$ cat src/rtl/tap_pkg.sv
// Shared JTAG TAP types: IEEE 1149.1 state encoding, host command op codes, sequencer phases.
package tap_pkg;

  typedef enum logic [3:0] {
    TapTlr,
    TapRti,
    TapSelDr,
    TapCapDr,
    TapShiftDr,
    TapExit1Dr,
    TapPauseDr,
    TapExit2Dr,
    TapUpdateDr,
    TapSelIr,
    TapCapIr,
    TapShiftIr,
    TapExit1Ir,
    TapPauseIr,
    TapExit2Ir,
    TapUpdateIr
  } tap_state_t;

  typedef enum logic [1:0] {
    OpReset   = 2'd0,
    OpShiftIr = 2'd1,
    OpShiftDr = 2'd2,
    OpNop     = 2'd3
  } tap_op_t;

  typedef enum logic [2:0] {
    PhInit,
    PhIdle,
    PhReset,
    PhNav,
    PhShift,
    PhExit
  } seq_phase_t;

  // Number of TMS=1 cycles that force any TAP into Test-Logic-Reset.
  localparam int unsigned InitTmsOnes = 5;

endpackage

$ cat src/rtl/tap_state_mirror.sv
// Tracks the 16-state IEEE 1149.1 TAP FSM from the TMS value driven on each rising edge.
module tap_state_mirror
  import tap_pkg::*;
(
  input  logic       clk_i,
  input  logic       rst_i,
  input  logic       tms_i,
  output tap_state_t state_o
);

  tap_state_t state_q, state_d;

  always_comb begin
    state_d = state_q;
    unique case (state_q)
      TapTlr:      state_d = tms_i ? TapTlr      : TapRti;
      TapRti:      state_d = tms_i ? TapSelDr    : TapRti;
      TapSelDr:    state_d = tms_i ? TapSelIr    : TapCapDr;
      TapCapDr:    state_d = tms_i ? TapExit1Dr  : TapShiftDr;
      TapShiftDr:  state_d = tms_i ? TapExit1Dr  : TapShiftDr;
      TapExit1Dr:  state_d = tms_i ? TapUpdateDr : TapPauseDr;
      TapPauseDr:  state_d = tms_i ? TapExit2Dr  : TapPauseDr;
      TapExit2Dr:  state_d = tms_i ? TapUpdateDr : TapShiftDr;
      TapUpdateDr: state_d = tms_i ? TapSelDr    : TapRti;
      TapSelIr:    state_d = tms_i ? TapTlr      : TapCapIr;
      TapCapIr:    state_d = tms_i ? TapExit1Ir  : TapShiftIr;
      TapShiftIr:  state_d = tms_i ? TapExit1Ir  : TapShiftIr;
      TapExit1Ir:  state_d = tms_i ? TapUpdateIr : TapPauseIr;
      TapPauseIr:  state_d = tms_i ? TapExit2Ir  : TapPauseIr;
      TapExit2Ir:  state_d = tms_i ? TapUpdateIr : TapShiftIr;
      TapUpdateIr: state_d = tms_i ? TapSelDr    : TapRti;
      default:     state_d = TapTlr;
    endcase
  end

  always_ff @(posedge clk_i or posedge rst_i) begin
    if (rst_i) begin
      state_q <= TapTlr;
    end else begin
      state_q <= state_d;
    end
  end

  assign state_o = state_q;

endmodule

$ cat src/rtl/tap_master.sv
// Host-side JTAG TAP driver: turns RESET/SHIFT_IR/SHIFT_DR/NOP commands into TMS/TDI pad sequences.
// Define TAP_MASTER_CAPTURE_EN to build the TDO capture register; otherwise rsp_data is tied to 0.
module tap_master
  import tap_pkg::*;
#(
  parameter int unsigned MAX_LEN = 32,
  parameter int unsigned LEN_W   = $clog2(MAX_LEN + 1)
) (
  input  logic               GCLK_Pad,
  input  logic               RST_Pad,
  input  logic               cmd_valid,
  output logic               cmd_ready,
  input  logic [1:0]         cmd_op,
  input  logic [LEN_W-1:0]   cmd_len,
  input  logic [MAX_LEN-1:0] cmd_data,
  output logic               rsp_valid,
  output logic [MAX_LEN-1:0] rsp_data,
  output logic               TMS_Pad,
  output logic               TDI_Pad,
  input  logic               TDO_Pad
);

  seq_phase_t         phase_q, phase_d;
  logic [LEN_W-1:0]   cnt_q, cnt_d;
  logic [LEN_W-1:0]   len_q, len_d;
  logic [MAX_LEN-1:0] data_q, data_d;
  logic               is_ir_q, is_ir_d;
  logic               tms_q, tms_d;
  logic               tdi_q, tdi_d;
  logic               rsp_valid_q, rsp_valid_d;
  logic               accept;
  logic [LEN_W-1:0]   len_clamped;
  logic [LEN_W-1:0]   nav_last;
  tap_state_t         tap_state;

  tap_state_mirror u_mirror (
    .clk_i   (GCLK_Pad),
    .rst_i   (RST_Pad),
    .tms_i   (tms_q),
    .state_o (tap_state)
  );

  assign cmd_ready   = (phase_q == PhIdle) && (tap_state == TapRti);
  assign accept      = cmd_valid && cmd_ready;
  assign len_clamped = (cmd_len == '0)               ? LEN_W'(1) :
                       (cmd_len > LEN_W'(MAX_LEN))   ? LEN_W'(MAX_LEN) : cmd_len;
  // IR navigation is 1,1,0,0 (four bits); DR navigation is 1,0,0 (three bits).
  assign nav_last    = is_ir_q ? LEN_W'(3) : LEN_W'(2);

  // tms_q/tdi_q always hold the bit of position cnt_q within phase_q.
  always_comb begin
    phase_d     = phase_q;
    cnt_d       = cnt_q;
    len_d       = len_q;
    data_d      = data_q;
    is_ir_d     = is_ir_q;
    tms_d       = 1'b0;
    tdi_d       = 1'b0;
    rsp_valid_d = 1'b0;

    case (phase_q)
      PhInit, PhReset: begin
        if (cnt_q < LEN_W'(InitTmsOnes)) begin
          cnt_d = cnt_q + LEN_W'(1);
          tms_d = (cnt_d < LEN_W'(InitTmsOnes));
        end else begin
          phase_d     = PhIdle;
          cnt_d       = '0;
          rsp_valid_d = (phase_q == PhReset);
        end
      end
      PhIdle: begin
        if (accept) begin
          cnt_d  = '0;
          len_d  = len_clamped;
          data_d = cmd_data;
          unique case (tap_op_t'(cmd_op))
            OpReset: begin
              phase_d = PhReset;
              tms_d   = 1'b1;
            end
            OpShiftIr: begin
              phase_d = PhNav;
              is_ir_d = 1'b1;
              tms_d   = 1'b1;
            end
            OpShiftDr: begin
              phase_d = PhNav;
              is_ir_d = 1'b0;
              tms_d   = 1'b1;
            end
            OpNop: begin
              rsp_valid_d = 1'b1;
            end
          endcase
        end
      end
      PhNav: begin
        if (cnt_q < nav_last) begin
          cnt_d = cnt_q + LEN_W'(1);
          tms_d = is_ir_q ? (cnt_d < LEN_W'(2)) : 1'b0;
        end else begin
          phase_d = PhShift;
          cnt_d   = '0;
          tms_d   = (len_q == LEN_W'(1));
          tdi_d   = data_q[0];
          data_d  = data_q >> 1;
        end
      end
      PhShift: begin
        if (cnt_q != len_q - LEN_W'(1)) begin
          cnt_d  = cnt_q + LEN_W'(1);
          tms_d  = (cnt_d == len_q - LEN_W'(1));
          tdi_d  = data_q[0];
          data_d = data_q >> 1;
        end else begin
          phase_d = PhExit;
          cnt_d   = '0;
          tms_d   = 1'b1;
        end
      end
      PhExit: begin
        if (cnt_q == '0) begin
          cnt_d = LEN_W'(1);
        end else begin
          phase_d     = PhIdle;
          cnt_d       = '0;
          rsp_valid_d = 1'b1;
        end
      end
      default: begin
        phase_d = PhInit;
        cnt_d   = '0;
        tms_d   = 1'b1;
      end
    endcase
  end

  always_ff @(posedge GCLK_Pad or posedge RST_Pad) begin
    if (RST_Pad) begin
      phase_q     <= PhInit;
      cnt_q       <= '0;
      len_q       <= LEN_W'(1);
      data_q      <= '0;
      is_ir_q     <= 1'b0;
      tms_q       <= 1'b1;
      tdi_q       <= 1'b0;
      rsp_valid_q <= 1'b0;
    end else begin
      phase_q     <= phase_d;
      cnt_q       <= cnt_d;
      len_q       <= len_d;
      data_q      <= data_d;
      is_ir_q     <= is_ir_d;
      tms_q       <= tms_d;
      tdi_q       <= tdi_d;
      rsp_valid_q <= rsp_valid_d;
    end
  end

`ifdef TAP_MASTER_CAPTURE_EN
  logic [MAX_LEN-1:0] cap_q, cap_d;
  logic [MAX_LEN-1:0] rsp_data_q, rsp_data_d;

  // TDO is sampled on the edge that ends each cycle spent in Shift-xR.
  always_comb begin
    cap_d      = cap_q;
    rsp_data_d = rsp_data_q;
    if (accept) begin
      cap_d = '0;
    end else if (tap_state == TapShiftIr || tap_state == TapShiftDr) begin
      cap_d = cap_q | ({{(MAX_LEN - 1){1'b0}}, TDO_Pad} << cnt_q);
    end
    if (rsp_valid_d) begin
      rsp_data_d = (phase_q == PhExit) ? cap_q : '0;
    end
  end

  always_ff @(posedge GCLK_Pad or posedge RST_Pad) begin
    if (RST_Pad) begin
      cap_q      <= '0;
      rsp_data_q <= '0;
    end else begin
      cap_q      <= cap_d;
      rsp_data_q <= rsp_data_d;
    end
  end

  assign rsp_data = rsp_data_q;
`else
  logic unused_tdo;
  assign unused_tdo = TDO_Pad;
  assign rsp_data   = '0;
`endif

  assign rsp_valid = rsp_valid_q;
  assign TMS_Pad   = tms_q;
  assign TDI_Pad   = tdi_q;

endmodule

$ cat config.mk
export PLATFORM = sky130hd
export DESIGN_NAME = tap_master
export DESIGN_NICKNAME = d
export VERILOG_FILES = /design/src/rtl/tap_pkg.sv /design/src/rtl/tap_state_mirror.sv /design/src/rtl/tap_master.sv
export SDC_FILE = /design/constraint.sdc
export NUM_CORES = 1
export LEC_CHECK = 0
export CORE_MARGIN = 3
export CORE_UTILIZATION = 35
export CTS_BUF_LIST = sky130_fd_sc_hd__clkbuf_4
export DETAILED_ROUTE_END_ITERATION = 8
export SYNTH_ARGS = -nofsm -noshare
export SYNTH_HDL_FRONTEND = slang
export SYNTH_SLANG_ARGS = --single-unit
$ cat constraint.sdc
create_clock -name GCLK_Pad -period 2.7 [get_ports GCLK_Pad]
set_input_delay 0.54 -clock GCLK_Pad [delete_from_list [all_inputs] [get_ports GCLK_Pad]]
set_output_delay 0.54 -clock GCLK_Pad [all_outputs]
set_load 0.01 [all_outputs]
# Word level (Yosys, flattened, before mapping)
# Index checks and enable logic that the tools add are counted.
# word_totals
output_inout_bits	36
inputBits	44
reg_bits	55
# op_classes
n_reduce_logical	19
add_sub_neg	2
n_mux	49
n_lt_le_gt_ge	5
eq_ne	33
# ops
operator	count
two-way mux 32 bit	3
case mux 32 bit (3 select lines)	1
case mux 4 bit (12 select lines)	1
two-way mux 6 bit	6
equality test 4 bit, second input constant	8
case mux 6 bit (5 select lines)	1
two-way mux 3 bit	7
two-way mux 1 bit	17
equality test 4 x 3 -> 1 bit, second input constant	4
two-way mux 4 bit	4
case mux 3 bit (5 select lines)	1
logical NOT 6 bit	2
< comparator 6 x 3 -> 1 bit, second input constant	2
!= test 2 bit, second input constant	6
equality test 4 x 2 -> 1 bit, second input constant	2
OR reduction 2 bit	4
adder 6 x 1 -> 6 bit, second input constant	1
equality test 3 x 2 -> 1 bit, second input constant	2
equality test 3 bit, second input constant	2
equality test 6 x 1 -> 1 bit, second input constant	1
equality test 6 bit	1
greater-than comparator 6 bit, second input constant	1
< comparator 6 x 2 -> 1 bit	1
< comparator 6 x 2 -> 1 bit, second input constant	1
other kinds (23)	29

# Logic depth before layout (Yosys ltp)
# Gate-level depths: netlist of run 1.
# logic_depth
ltp_word	5
depth_mapped	9

# Modules after synthesis
# A second synthesis of run 1 with hierarchy kept.
# hier_totals
cells_unflattened	384
area_unflattened_um2	3686.0
# modules_own_cells
mod	cells_each	area_per_inst_um2	instances
tap_master	346	3373.2	1
tap_state_mirror	38	312.8	1

# Worst setup path after synthesis of run 1
# OpenSTA, ideal clock, no wires.
# synth_path
path_kind	register to register
from	register len_q[0]
to	register data_q[0]
n_path_buf	1
arrival_ps	2033
path_stages_with_launch	9
path_slack_ps	544
required_time_ps	2576
cell_sequence	dfstp_2 inv_1 ha_1 nor3b_1 xnor2_1 nand4b_1 o31ai_4 buf_2 o21ai_1
# synth_between
elab_chain_len	4
# synth_lines
element	line	text
from (decl)	tap_master.sv:25	logic [LEN_W-1:0] len_q, len_d;
from (signal assigned)	tap_master.sv:152	len_q <= len_d;
subtractor 6 x 1 -> 6 bit	tap_master.sv:111	if (cnt_q != len_q - LEN_W'(1)) begin
!= test 6 bit	tap_master.sv:111	
!= test 2 bit (no line)	--	
AND reduction 4 bit (no line)	--	
to (signal assigned)	tap_master.sv:153	data_q <= data_d;
to (decl)	tap_master.sv:26	logic [MAX_LEN-1:0] data_q, data_d;
# No other way between the ends.
# A chain may end at the register's enable or synchronous reset.

# Final worst setup path of run 1
# layout_path
from	register phase_q[2]
to	output cmd_ready
# layout_between
elab_chain_len	2
# layout_lines
element	line	text
from (decl)	tap_master.sv:23	seq_phase_t phase_q, phase_d;
from (signal assigned)	tap_master.sv:141	phase_q <= PhInit;
from (signal assigned)	tap_master.sv:150	phase_q <= phase_d;
equality test 3 x 1 -> 1 bit	tap_master.sv:43	assign cmd_ready = (phase_q == PhIdle) && (tap_state == TapRti);
logical AND 1 bit	tap_master.sv:43	
to (decl)	tap_master.sv:12	output logic cmd_ready,
# No other way between the ends.

==> run_results.csv, run 1 <==
group,metric,value,unit
synthesis,synth_area,3530,um^2
routing,viasPerCell,4.80,
routing,drt-wirelength-per-cell,12.8,um
sta,max_freq,398,MHz
worst_setup_path,critPathMaxFanout,9,
clocking,post_cts_buffers,0,
clocking,cts_max_level,2,
clocking,clkLatencyLatePin,0.38,ns
synthesis,synth_top_area_share,37.5,%
power_and_ir_drop,p_leak,1.88,nW
global_route,grt_max_degree,63,
routing,ant_nets,0,
status,status,"completed",
sta,rsz0062_at_grt,"no",
synthesis,synth-edff-count,0,
synthesis,yosys.cell_count.top_type,"dfrtp_1",
routing,wirelength,7130,um
synthesis,synthesis.instances,381,
power_and_ir_drop,power,4.41,mW
final_layout,n_fill_cell,1009,
clocking,post_cts_resized,1,
worst_setup_path,r2r_cells,9,
routing,dr_total_vias,2671,
floorplanning,core-area,9770,um^2
floorplanning,io_pins,80,
clocking,cts-root-buf,"clkbuf_4",
clocking,cts_buffer_depth,2,
sta,hold_violations,0,
floorplanning,die-area,11300,um^2
global_route,grt_use_total,12.7,%
worst_setup_path,cp_data_arrival_time,1.97,ns
worst_setup_path,cp-start-kind,"flip-flop",
placed_design,io_buffers,46,
worst_setup_path,r2r_start,"len_q[0]",
min_path,hp-class,"input port to async pin",
floorplanning,die_y,106,um
sta,finalSetupViolations,0,
final_layout,layout-drive-gt1-share,9.43,%
clocking,ctsHoldBuffers,0,
worst_setup_path,cp-end-kind,"output pin",
synthesis,synth_top_flop_cell,"dfrtp_1",
clocking,tritoncts,"yes",
sta,setup_tns,0,ns
sta,period_needed,2.51,ns
global_route,grt_pass1_wl,12000,um
routing,first_pass_iters,4,
final_layout,instances_no_fill,557,
synthesis,ys_ff_latch,55,
worst_setup_path,required,2.16,ns
synthesis,yosys_warnings,0,
run,maxCapViolations,0,
final_layout,synthToLayoutAreaGrowth,16.9,%
clocking,numCtsBuffers,5,
power_and_ir_drop,peakVddDrop,0.000405,V
global_route,grt_pass1_vias,2529,
synthesis,synth_common_cells,"dfrtp_1, nand2_1, o21ai_1",
sta,period_share,93.1,%
sta,setup_slack,0.185,ns
synthesis,yosysSeqAreaShare,39.0,%
clocking,clkSinkCount,55,
final_layout,final-seq-area,1380,um^2
clocking,clkSlewWorstSetupHoldPaths,0.17,ns
synthesis,synth_area_leader_cell,"dfrtp_1",
global_route,antenna_found_initial,0,
placed_design,dp.final_hpwl,5240,um
sta,slew_viol_final,0,
placed_design,gp_congestion,0.833,
routing,drtIter0Drc,108,
final_layout,final_nets,475,
worst_setup_path,reg2reg_slack,0.33,ns
synthesis,post_synth_num_cell_types,54,
floorplanning,die_w,106,um
floorplanning,rows,36,
global_route,overflow,0,
final_layout,multiInputGateArea,1900,um^2
floorplanning,start_util,36.1,%
placed_design,dp_cells,549,
worst_setup_path,r2r_end,"data_q[19]",
synthesis,synth_area_leaders,"dfrtp_1, mux2i_1, buf_4",
placed_design,place_ws,0.0878,ns
final_layout,antenna_cells_inserted,0,
power_and_ir_drop,cellPowerDensity,1070,nW/um^2
synthesis,avgSynthCellArea,9.27,um^2
worst_setup_path,crit_type,"flip-flop to output pin",
sta,fin_worst_skew,0.0158,ns
routing,drcViolationCount,0,
synthesis,synthArstFlopShare,100,%
## final cells by class
class | instances | area share (%)
multi-input combinational | 292 | 46.0
tap | 133 | 4.03
timing repair buffer | 57 | 14.1
clock inverter | 3 | 0.545
clock buffer | 5 | 0.909
inverter | 12 | 1.09
sequential | 55 | 33.4
## where the power goes
group          switching [mW]  internal (mW)
combinational            1.37           1.14
clock                   0.280          0.106
sequential              0.324           1.19
total                    1.97           2.44
## per-layer routing
metal | wire length (um) | part of all wire [%] | vias up | track usage (%)
met5 | 0 | 0 | - | 0
met4 | 24 | 0.34 | 0 | 2.10
met3 | 455 | 6.4 | 2 | 2.55
met2 | 3330 | 47 | 70 | 20.6
met1 | 3320 | 47 | 1255 | 17.9
li1 | - | - | 1344 | -
## worst max-delay path, stage by stage, from the launching register on
cell and delay [ns]:
dfrtp_1 0.52, nor3b_4 0.35, and3_1 0.20, clkdlybuf4s50_1 0.53
## layout by cell type (no fill, tap or decap), types with 6 or more instances in the layout
cell              n
dfrtp_1          52
nand2_1          47
clkdlybuf4s50_1  46
o21ai_1          41
conb_1           32
mux2i_1          31
a21oi_1          13
o21ai_0          12
inv_1            11
nand3_1          11
xnor2_1          10
nor2_1            8
ha_1              8
buf_4             8
nand2b_1          6
xor2_1            6
nor3_1            6
nor2b_1           6
## worst max path at each step
stage / startpoint / endpoint / depth (start not counted)
after floorplan: len_q[0] / data_q[0] / 8
after global placement: cmd_op[0] / phase_q[1] / 7
after global routing: u_mirror.state_o[2] / cmd_ready / 3
final: phase_q[2] / cmd_ready / 3
after detailed placement: cmd_op[0] / phase_q[1] / 7
after CTS: phase_q[0] / cmd_ready / 3
## per-stage QoR
stage / utilization, % / hold slack (ns) / cell area, um^2
floorplan: - / 0.455 / 3650
global placement: 41.5 / 0.467 / 4060
detailed placement: 41.5 / 0.475 / 4060
CTS: 42.2 / 0.513 / 4120
global route: 42.3 / 0.524 / 4130
finish: 42.3 / 0.503 / 4130
## sequential cells by signal, summed over array words and instances, names as in the netlist
signal	cells
TDI_Pad	1
TMS_Pad	1
cnt_q	6
data_q	32
is_ir_q	1
len_q	6
phase_q	3
rsp_valid	1
u_mirror.state_o	4
## cell families after synthesis
kind of cell	after synthesis	synth area share [%]
AOI/OAI and AO/OA	93	17.3
muxes	33	9.42
and+or+nand+nor	109	16.1
DFF	55	39.0
other	1	0.106
xor gates and xnor gates	17	4.21
adders and majority gates	8	2.83
buffers and inverters	65	10.9
No activity file was read; power rests on OpenSTA's default activity.
==> run 2, diff against run 1 <==
- CORE_MARGIN: 3 -> 1.5
==> run 2 against run 1 <==
  * Combinational power about the same
  * Flip-flop and latch count unchanged
  * Global-route usage grew 0.75 points
  * Sequential power is essentially flat
  * Fmax fell by 1.4%
  * Die area shrank 5.6%
  * Non-clock buffer count rose by 1
  * Highest routed layer unchanged
  * Hold slack better by 0.0021 ns
  * Via count rose by 1.0%
  * Clock power is 3% higher
  * Setup slack got worse by 0.036 ns
  * Final cell count grew 0.18%
  * Critical path type unchanged
  * Largest power group unchanged
  * Critical endpoint unchanged
==> run_results.csv, run 2 (synthesized netlist as in run 1, its figures left out) <==
group,metric,value,unit
status,status,"completed",
clocking,clkSinkCount,55,
routing,ant_nets,0,
power_and_ir_drop,peakVddDrop,0.000409,V
final_layout,layout-drive-gt1-share,9.41,%
power_and_ir_drop,power,4.41,mW
final_layout,final-seq-area,1380,um^2
worst_setup_path,cp_data_arrival_time,2.01,ns
final_layout,final_nets,476,
floorplanning,io_pins,80,
global_route,grt_pass1_wl,11400,um
clocking,ctsHoldBuffers,0,
worst_setup_path,crit_slowest_cell,"dfrtp_1",
placed_design,place_ws,0.0579,ns
sta,hold_violations,0,
floorplanning,die_w,103,um
final_layout,multiInputGateArea,1890,um^2
floorplanning,rows,36,
clocking,clkLatencyLatePin,0.38,ns
final_layout,final_cell_mix,"dfrtp_1, nand2_1, clkdlybuf4s50_1",
power_and_ir_drop,p_leak,1.88,nW
routing,viasPerCell,4.84,
global_route,overflow,0,
final_layout,antenna_cells_inserted,0,
worst_setup_path,critPathMaxFanout,9,
routing,dr_total_vias,2698,
power_and_ir_drop,cellPowerDensity,1070,nW/um^2
sta,max_freq,392,MHz
clocking,cts_max_level,2,
final_layout,reg_top3,"data_q (32), cnt_q (6), len_q (6)",
worst_setup_path,path_cells,"nor3b_4 -> and3_1 -> clkdlybuf4s50_1",
final_layout,n_fill_cell,1009,
worst_setup_path,cp-startpoint,"phase_q[2]",
sta,period_share,94.5,%
global_route,grt_use_total,13.5,%
run,maxCapViolations,0,
global_route,grt_pass1_vias,2469,
placed_design,dp.final_hpwl,5000,um
worst_setup_path,cp_top_family,"simple AND/OR/NAND/NOR gates",
clocking,tritoncts,"yes",
worst_setup_path,cp_num_buf_inv,1,
routing,drtIter0Drc,121,
worst_setup_path,reg2reg_slack,0.29,ns
final_layout,synthToLayoutAreaGrowth,17.1,%
routing,drt-wirelength-per-cell,12.4,um
worst_setup_path,setup.worst_path.end,"cmd_ready",
final_layout,largest_reg_flops,32,
worst_setup_path,cp-start-kind,"flip-flop",
global_route,antenna_found_initial,0,
sta,period_needed,2.55,ns
floorplanning,core-area,9770,um^2
sta,setup_slack,0.149,ns
clocking,numCtsBuffers,5,
routing,drcViolationCount,0,
routing,first_pass_iters,4,
sta,setup_tns,0,ns
final_layout,largest-register,"data_q",
floorplanning,die-area,10700,um^2
clocking,cts_buffer_depth,2,
worst_setup_path,r2r_cells,10,
worst_setup_path,cp.depth,3,
routing,wirelength,6940,um
sta,fin_worst_skew,0.00903,ns
worst_setup_path,r2r_start,"len_q[0]",
global_route,grt_max_degree,63,
sta,rsz0062_at_grt,"no",
worst_setup_path,required,2.16,ns
worst_setup_path,crit_type,"flip-flop to output pin",
clocking,cts-root-buf,"clkbuf_4",
floorplanning,die_y,103,um
worst_setup_path,cpPeakStageDelay,0.54,ns
min_path,hp-class,"input port to async pin",
clocking,clkSlewWorstSetupHoldPaths,0.18,ns
floorplanning,start_util,36.1,%
sta,finalSetupViolations,0,
final_layout,layout_commonest_cell,"dfrtp_1",
worst_setup_path,r2r_end,"data_q[0]",
sta,slew_viol_final,0,
sta,whs,0.505,ns
placed_design,gp_congestion,0.894,
worst_setup_path,cp-end-kind,"output pin",
placed_design,io_buffers,46,
==> run 2: repair_timing <==
item                                    CTS  global route
setup buffers                             0             1
pin swaps                                 0             1
endpoints found under the setup margin    1             2
gates resized for setup                   1             1
gates cloned                              0             0
==> run 2: routing by layer <==
metal | wire length (um) | up-vias | track usage [%]
met3 | 438 | 14 | 3.23
met2 | 3110 | 78 | 21.6
met5 | 0 | - | 0
met1 | 3260 | 1262 | 17.9
met4 | 126 | 0 | 4.57
li1 | - | 1344 | -
==> run 2: power breakdown <==
| group | switching (mW) | internal [mW] | total, mW |
|---|---|---|---|
| Sequential | 0.326 | 1.19 | 1.52 |
| Clock | 0.287 | 0.112 | 0.399 |
| Combinational | 1.35 | 1.14 | 2.49 |
==> run 2: cell type report <==
type                            instances  share of cell area [%]
Clock buffer                            5                   0.907
Clock inverter                          3                   0.665
Inverter                               12                    1.09
Multi-Input combinational cell        292                    45.7
Sequential cell                        55                    33.4
Tap cell                              133                    4.02
Timing Repair Buffer                   58                    14.2
==> run 2: stage by stage <==
stage | cells | cell area, um^2 | utilization, %
3_5_place_dp | 549 | 4060 | 41.5
5_1_grt | 558 | 4140 | 42.3
4_1_cts | 557 | 4130 | 42.2
3_3_place_gp | 549 | 4060 | 41.5
2_1_floorplan | 412 | 3650 | -
6_report | 558 | 4140 | 42.3
==> run 2: how the worst min path moves through the flow <==
stage	endpoint	slack [ns]	cells past startpoint
floorplan	data_q[10]	0.45	2
global placement	data_q[16]	0.47	2
detailed placement	data_q[16]	0.47	2
CTS	data_q[5]	0.50	3
global route	data_q[8]	0.49	3
finish	cnt_q[1]	0.51	3
==> run 2: tightest hold or removal path, cell delays in order <==
cell	delay, ns
clkdlybuf4s50_1	0.41
inv_2	0.07
buf_12	0.28
==> run 3, diff against run 2 <==
- RECOVER_POWER: not set -> 50
- SYNTH_HIERARCHICAL: not set -> 1
==> run 3 against run 2 <==
  * Register-to-register slack got worse by 0.03 ns
  * Sequential share of layout area fell by 0.93 points
  * Via count rose by 4.4%
  * Die area rose by 4.2%
  * Setup slack got worse by 0.026 ns
  * Clock-buffer cell count rose by 2
  * Combinational power rose by 12%
  * Critical path type unchanged
  * Largest cell class unchanged
==> run_results.csv, run 3 <==
group,metric,value,unit
status,status,"completed",
worst_setup_path,required,2.16,ns
power_and_ir_drop,p_sw_share,44.0,%
global_route,grt_max_degree,33,
floorplanning,core-area,10300,um^2
placed_design,dp.final_hpwl,5610,um
routing,viasPerCell,5.02,
routing,drt-wirelength-per-cell,13.5,um
power_and_ir_drop,p_comb_share,57.6,%
power_and_ir_drop,p_leak,1.83,nW
global_route,grt_use_met1,19.1,%
routing,drcViolationCount,0,
sta,finalSetupViolations,0,
global_route,overflow,0,
sta,setup_tns,0,ns
worst_setup_path,cp-end-kind,"output pin",
global_route,antenna_found_initial,0,
final_layout,final_cell_mix,"dfrtp_1, clkdlybuf4s50_1, nand3_1",
placed_design,gp_congestion,0.824,
synthesis,synth_top_area_share,36.0,%
clocking,cts-root-buf,"clkbuf_4",
routing,ant_nets,0,
clocking,cts_max_level,2,
final_layout,final_nets,477,
final_layout,largest_reg_flops,32,
clocking,ctsHoldBuffers,0,
synthesis,synth_area_leaders,"dfrtp_1, mux2i_1, o21ai_2",
worst_setup_path,cp_data_arrival_time,2.04,ns
power_and_ir_drop,cellPowerDensity,1140,nW/um^2
floorplanning,die-area,11200,um^2
routing,first_pass_iters,4,
sta,hold_violations,0,
synthesis,synth_top_flop_cell,"dfrtp_1",
floorplanning,io_pins,80,
clocking,post_cts_resized,0,
floorplanning,rows,37,
worst_setup_path,cp-start-kind,"flip-flop",
synthesis,ys_ff_latch,55,
final_layout,largest-register,"data_q",
global_route,met3_usage,2.60,%
placed_design,io_buffers,46,
min_path,hp-class,"input port to async pin",
synthesis,yosysSeqAreaShare,37.4,%
synthesis,synthesis.instances,384,
power_and_ir_drop,switching_power,2.14,mW
final_layout,n_fill_cell,1048,
routing,dr_total_vias,2817,
final_layout,synthToLayoutAreaGrowth,15.3,%
global_route,grt_busiest_layer,"met2",
power_and_ir_drop,peakVddDrop,0.000437,V
power_and_ir_drop,p_int,2.72,mW
final_layout,finalInstanceArea,4250,um^2
global_route,grt_pass1_wl,13200,um
final_layout,antenna_cells_inserted,0,
sta,fin_worst_skew,0.0109,ns
worst_setup_path,r2r_end,"data_q[9]",
power_and_ir_drop,clkPwrFrac,9.7,%
sta,tightest_slew,0.983,ns
final_layout,layout_commonest_cell,"dfrtp_1",
final_layout,reg_top3,"data_q (32), cnt_q (6), len_q (6)",
synthesis,synth_area,3690,um^2
placed_design,dp_cells,553,
clocking,clkLatencyLatePin,0.37,ns
worst_setup_path,crit_type,"flip-flop to output pin",
worst_setup_path,r2r_cells,9,
sta,rsz0062_at_grt,"no",
floorplanning,start_util,35.9,%
synthesis,yosys_warnings,6,
final_layout,layout-drive-gt1-share,14.1,%
worst_setup_path,reg2reg_slack,0.26,ns
global_route,grt_pass1_vias,2758,
floorplanning,die_y,106,um
worst_setup_path,setup.worst_path.end,"cmd_ready",
worst_setup_path,critPathMaxFanout,9,
worst_setup_path,r2r_start,"len_q[0]",
sta,period_share,95.4,%
routing,drtIter0Drc,144,
sta,period_needed,2.58,ns
global_route,grt_use_total,14.4,%
clocking,tritoncts,"yes",
worst_setup_path,cp-startpoint,"phase_q[0]",
routing,wirelength,7600,um
synthesis,avgSynthCellArea,9.60,um^2
synthesis,synth_area_leader_cell,"dfrtp_1",
placed_design,placed_cell_area,4180,um^2
clocking,cts_buffer_depth,2,
power_and_ir_drop,p_seq_share,32.8,%
global_route,met2_usage,24.5,%
run,maxCapViolations,0,
sta,max_freq,388,MHz
synthesis,synth-edff-count,0,
clocking,clkSlewWorstSetupHoldPaths,0.14,ns
clocking,clkSinkCount,55,
sta,slew_headroom,34.5,%
sta,slew_viol_final,0,
synthesis,synthArstFlopShare,100,%
clocking,numCtsBuffers,5,
synthesis,synth_common_cells,"dfrtp_1, nand3_1, buf_4",
clocking,post_cts_buffers,0,
final_layout,instances_no_fill,561,
floorplanning,die_w,106,um
synthesis,yosys.cell_count.top_type,"dfrtp_1",
synthesis,post_synth_num_cell_types,58,
## run 3: cell types whose count changed after synthesis, moves of 6 or more
| cell | previous run | this run |
|---|---|---|
| o21ai_1 | 41 | 2 |
| o21ai_2 | 0 | 30 |
| nand3_1 | 11 | 38 |
| nand2_1 | 47 | 24 |
| a21oi_1 | 13 | 7 |
| nor2_1 | 8 | 14 |
## run 3: stage by stage
step	hold WS (ns)	worst slack (ns)	power, mW	util (%)
after CTS	0.389	0.121	4.92	41.4
after global routing	0.483	0.00907	5.30	41.4
after floorplan	0.306	0.531	3.86	-
after global placement	0.487	0.300	4.36	40.6
final	0.503	0.123	4.86	41.4
after detailed placement	0.497	0.245	4.44	40.6
## run 3: cells by family (layout without fill, tap and decap cells)
| logic type | Yosys count | count (layout) | synth area share, % |
|---|---|---|---|
| XOR/XNOR | 16 | 16 | 3.80 |
| AND/OR/NAND/NOR | 121 | 121 | 17.3 |
| buffers and inverters | 65 | 75 | 11.2 |
| other | 1 | 32 | 0.102 |
| multiplexers | 32 | 32 | 8.72 |
| AO/OA/AOI/OAI | 85 | 85 | 18.4 |
| flip-flops | 55 | 55 | 37.4 |
| adder cells (fa/ha/maj) | 9 | 9 | 3.06 |
## run 3: worst min-delay path by stage
stage	slack [ns]	start	endpoint
6_report	0.50	RST_Pad	u_mirror/state_o[0]
5_1_grt	0.48	RST_Pad	u_mirror/state_o[0]
4_1_cts	0.39	RST_Pad	u_mirror/state_o[0]
3_5_place_dp	0.50	data_q[24]	data_q[24]
3_3_place_gp	0.49	data_q[18]	data_q[18]
2_1_floorplan	0.31	RST_Pad	u_mirror/state_o[0]
## run 3: layer usage
layer / wire length, um / up-vias
li1: - / 1368
met1: 3470 / 1358
met2: 3710 / 85
met3: 361 / 6
met4: 53 / 0
met5: 0 / -
## run 3: worst max-delay path, stage by stage (launching register included)
cell and delay (ns):
dfrtp_1 0.54, nand2b_1 0.17, nor2_1 0.24, and2_1 0.17, clkdlybuf4s50_1 0.55
## run 3: area by class of cell
| class | count | area [um^2] | area share [%] |
|---|---|---|---|
| tap | 136 | 170 | 4.00 |
| clock inverter | 1 | 30.0 | 0.706 |
| multi-input combinational | 295 | 2010 | 47.4 |
| sequential | 55 | 1380 | 32.4 |
| inverter | 11 | 41.3 | 0.971 |
| clock buffer | 7 | 52.6 | 1.24 |
| timing repair buffer | 56 | 566 | 13.3 |
## run 3: power by group through the flow
stage	Clock [mW]	Sequential [mW]	Combinational, mW
after global placement	0	1.59	2.77
after detailed placement	0	1.61	2.83
final	0.470	1.59	2.80
after floorplan	0	1.43	2.42
after global routing	0.525	1.65	3.13
after CTS	0.493	1.59	2.83
